`config.mk`:
```
export PLATFORM = sky130hd
export DESIGN_NAME = if_stage
export DESIGN_NICKNAME = d
export VERILOG_FILES = /design/src/rtl/if_stage.sv
export SDC_FILE = /design/constraint.sdc
export NUM_CORES = 1
export LEC_CHECK = 0
export BUFFER_PORTS_ARGS = -buffer_cell sky130_fd_sc_hd__buf_4
export CAP_MARGIN = 20
export CORE_ASPECT_RATIO = 1.75
export CORE_UTILIZATION = 50
export CTS_BUF_LIST = sky130_fd_sc_hd__clkbuf_16
export DETAILED_ROUTE_END_ITERATION = 12
export PLACE_DENSITY = 0.8
export SKIP_LAST_GASP = 1
export SLEW_MARGIN = 20
export SYNTH_ARGS = -nofsm -noshare
export SYNTH_HDL_FRONTEND = slang
export SYNTH_SLANG_ARGS = --single-unit
```
`constraint.sdc`:
```
create_clock -name clk -period 5.94 [get_ports clk]
set_clock_uncertainty 0.15 [all_clocks]
set_input_delay 1.485 -clock clk [delete_from_list [all_inputs] [get_ports clk]]
set_output_delay 1.485 -clock clk [all_outputs]
set_load 0.02 [all_outputs]
```
`src/rtl/if_stage.sv`:
```
// Instruction fetch stage: owns the PC, drives imem and holds the IF/ID register.
// Handles EX redirects, hazard stalls and the sticky HALT opcode.
module if_stage #(
  parameter logic [31:0] RESET_PC  = 32'h0000_0000,
  parameter logic [31:0] NOP_INSTR = 32'h0000_0013
) (
  input  logic        clk,
  input  logic        reset,
  input  logic        stall,
  input  logic        redirect,
  input  logic [31:0] redirect_pc,
  output logic [31:0] imem_addr,
  input  logic [31:0] imem_rdata,
  output logic [31:0] if_id_pc,
  output logic [31:0] if_id_instr,
  output logic        if_id_valid,
  output logic        halted,
  output logic [31:0] fetch_count
);

  localparam logic [6:0] HALT_OP = 7'h7f;

  logic [31:0] pc;
  logic        halt_seen;

  assign imem_addr = pc;

  // A redirect squashes the HALT sitting in decode.
  assign halt_seen = if_id_valid
                   & (if_id_instr[6:0] == HALT_OP)
                   & ~redirect;

  always_ff @(posedge clk or posedge reset) begin
    if (reset) begin
      pc          <= RESET_PC;
      if_id_pc    <= 32'h0;
      if_id_instr <= NOP_INSTR;
      if_id_valid <= 1'b0;
      halted      <= 1'b0;
      fetch_count <= 32'h0;
    end else if (halted) begin
      if_id_instr <= NOP_INSTR;
      if_id_valid <= 1'b0;
    end else if (redirect) begin
      pc          <= redirect_pc & ~32'h3;
      if_id_instr <= NOP_INSTR;
      if_id_valid <= 1'b0;
    end else if (halt_seen) begin
      halted      <= 1'b1;
      if_id_instr <= NOP_INSTR;
      if_id_valid <= 1'b0;
    end else if (!stall) begin
      if_id_pc    <= pc;
      if_id_instr <= imem_rdata;
      if_id_valid <= 1'b1;
      pc          <= pc + 32'd4;
      fetch_count <= fetch_count + 32'd1;
    end
  end

endmodule

```
==> metrics.csv <==
stage,metric,value,unit
status,run_status,completed,
job,cap_violations,0,
setup_path,cp_max_fo,36,
clock_tree,htreeDepth,4,
route,drcViolationCount,0,
layout,num-fill-cells,832,
timing,tns,0,ns
setup_path,worst_path_largest_cell_delay,0.80,ns
floorplanning,rows,51,
timing,setup_violations,0,
logic_synthesis,synthFlopType,dfrtp_1,
layout,seqCellArea,3160,µm²
clock_tree,cts_hold_buf,0,
clock_tree,cts-root-buf,clkbuf_16,
setup_path,crit_path_start_kind,input pin,
timing,max_freq,0.269,GHz
layout,fin_util,0.707,
setup_path,worst_setup_path_end_kind,register,
clock_tree,clkTransAtPathRegs,0.06,ns
route,drt-initial-drc-count,349,
grt,grt_pass1_wl,26.1,mm
logic_synthesis,synth-edff-count,0,
timing,hold_ws,0.326,ns
setup_path,worst-path-buf-inv,2,
timing,relSlewSlack,0.411,
floorplanning,dieArea,12100,µm²
route,antenna_left,0,
setup_path,crit_top_cell,o21ai_0,
clock_tree,cts_resized,0,
power,power_density,254,nW/µm²
layout,drive_above_1_share,0.305,
clock_tree,insertion_delay,0.40,ns
clock_tree,postCtsSetupBuffers,0,
setup_path,cp.arrival,3.82,ns
grt,grt_usage,0.278,
placement,dp_hpwl,11.6,mm
timing,tightest_slew,0.876,ns
power,p_leak,3.98,nW
setup_path,crit_chain,"buf_4, inv_1, nor2_1, a21oi_1, o21ai_0, o21ai_0",
logic_synthesis,synth.most_common_cell,dfrtp_1,
setup_path,crit_type,input pin to register,
floorplanning,io_pins,198,
grt,grt_max_degree,69,
logic_synthesis,ys_warn_count,0,
clock_tree,cts_buffer_depth,2,
route,wl_per_cell,17.5,µm
floorplanning,die_h,145,µm
logic_synthesis,async_flop_share,1.00,
timing,hold_viol,0,
grt,antenna_found_initial,0,
hold_path,hold_path_class,register to register,
placement,numPortBuffers,191,
layout,nets,848,
logic_synthesis,synth.avg_cell_area,9.85,µm²
placement,place_congestion,0.864,
logic_synthesis,netlist_area,5800,µm²
grt,grt_pass1_vias,5297,
route,num_vias,5229,
layout,antennaDiodeCount,0,
floorplanning,core,11200,µm²
logic_synthesis,ys_ff_latch,126,
logic_synthesis,synthTopCellsByCount,"123 x dfrtp_1, 112 x nand2_1, 59 x nor2_1",
logic_synthesis,synth.area.top_cells,"dfrtp_1 53%, nand2_1 7.2%, mux2i_1 5.3%",
floorplanning,initial_core_util,0.517,
route,wirelength,16.2,mm
clock_tree,cts_tree,built,
setup_path,crit_family,simple AND/OR/NAND/NOR gates,
timing,grt_setup_unrepaired,false,
setup_path,slowest_stage,nor2_1,
layout,syn_to_final_growth,36.8,%
route,vias_per_cell,5.67,
logic_synthesis,synth_cell_type_count,57,
timing,layout_min_cycle_time,3.72,ns
logic_synthesis,syn_inst,589,
clock_tree,cts_buffers,17,
setup_path,cp.required,6.04,ns
power,peakVddDrop,0.239,mV
timing,finalCritPeriodShare,0.626,
logic_synthesis,ys_seq_area_frac,0.544,
route,firstDrtPassIters,5,
floorplanning,die_w,83.4,µm
logic_synthesis,synth_top_area_frac,0.531,
grt,overflow,0,
logic_synthesis,synth.largest_area_cell,dfrtp_1,
clock_tree,clkSinkCount,126,
layout,multi_input_area,2480,µm²
timing,drv_slew,0,
==> metrics by stage <==
stage	power, W	cells	instance area [µm²]	setup slack, ns
finish	0.00202	923	7940	2.22
floorplan	0.000938	592	5810	0.954
global placement	0.000986	890	7330	1.71
detailed placement	0.000989	890	7330	1.59
global route	0.00208	923	7940	1.97
CTS	0.00203	922	7930	2.01
==> state kept, by name, indices dropped and copies added, names as in the netlist <==
signal and flops:
fetch_count 32, halted 1, if_id_instr 32, if_id_pc 30
if_id_valid 1, imem_addr 30
==> power breakdown <==
| group | switching, W | total [W] | internal [W] |
|---|---|---|---|
| combinational | 0.0000566 | 0.000106 | 0.0000493 |
| sequential | 0.00000543 | 0.000867 | 0.000862 |
| clock | 0.000386 | 0.00104 | 0.000658 |
| total | 0.000448 | 0.00202 | 0.00157 |
==> worst paths after layout <==
check / from / cells past startpoint / end / slack [ns]
max in group asynchronous: reset / 3 / imem_addr[22] / 3.87
worst max-delay path: redirect / 6 / imem_addr[15] / 2.22
worst max register to register: halted / 5 / fetch_count[25] / 3.20
min in group asynchronous: reset / 3 / if_id_instr[19] / 1.15
worst min register to register: if_id_pc[3] / 2 / if_id_pc[3] / 0.33
worst min-delay path: if_id_pc[3] / 2 / if_id_pc[3] / 0.33
==> layer usage <==
| metal | track usage | vias up | share of wire |
|---|---|---|---|
| met5 | 0 | - | 0 |
| met4 | 0.136 | 0 | 0.029 |
| met3 | 0.0611 | 38 | 0.059 |
| met2 | 0.497 | 234 | 0.55 |
| met1 | 0.312 | 2523 | 0.37 |
| li1 | - | 2434 | - |
==> cell type report <==
type / count / area share
sequential: 126 / 0.398
multi-input combinational: 423 / 0.313
inverter: 11 / 0.00552
tap: 132 / 0.0208
clock buffer: 17 / 0.0536
clock inverter: 15 / 0.0217
timing repair buffer: 199 / 0.188
==> cells in the final DEF, fill, tap and decap left out, types with 3 or more instances in the layout <==
cell / count
a211o_1: 4
conb_1: 4
nand2_1: 112
and3_1: 12
and4_1: 7
clkbuf_16: 17
clkinv_4: 4
mux2i_1: 31
o21ai_0: 22
buf_4: 198
and2_1: 6
dfrtp_1: 123
nand3_1: 27
inv_1: 11
a311oi_1: 5
nor3_1: 9
dfstp_2: 3
a21oi_1: 15
o311ai_0: 4
o22ai_1: 7
nand4_1: 11
nor2_1: 58
xnor2_1: 27
bufinv_16: 3
xor2_1: 4
o211ai_1: 3
a22oi_1: 14
clkinvlp_4: 3
==> cells by family (layout without fill, tap and decap cells) <==
logic type      after synthesis  after routing  synth area share
other cells                   1              4          0.000646
compound gates               95             95             0.111
flops                       126            126             0.544
xor+xnor                     31             31            0.0468
buf+inv                      43            242            0.0321
fa+ha+maj                     2              2           0.00431
mux                          31             31            0.0535
simple gates                260            260             0.208
==> tightest hold or removal path, delay by kind of cell, from the launching register on <==
| kind | cells | cell delay [ns] |
|---|---|---|
| AND/OR/NAND/NOR | 2 | 0.10 |
| flip-flops | 1 | 0.34 |
Power figures use the tool's default switching activity.
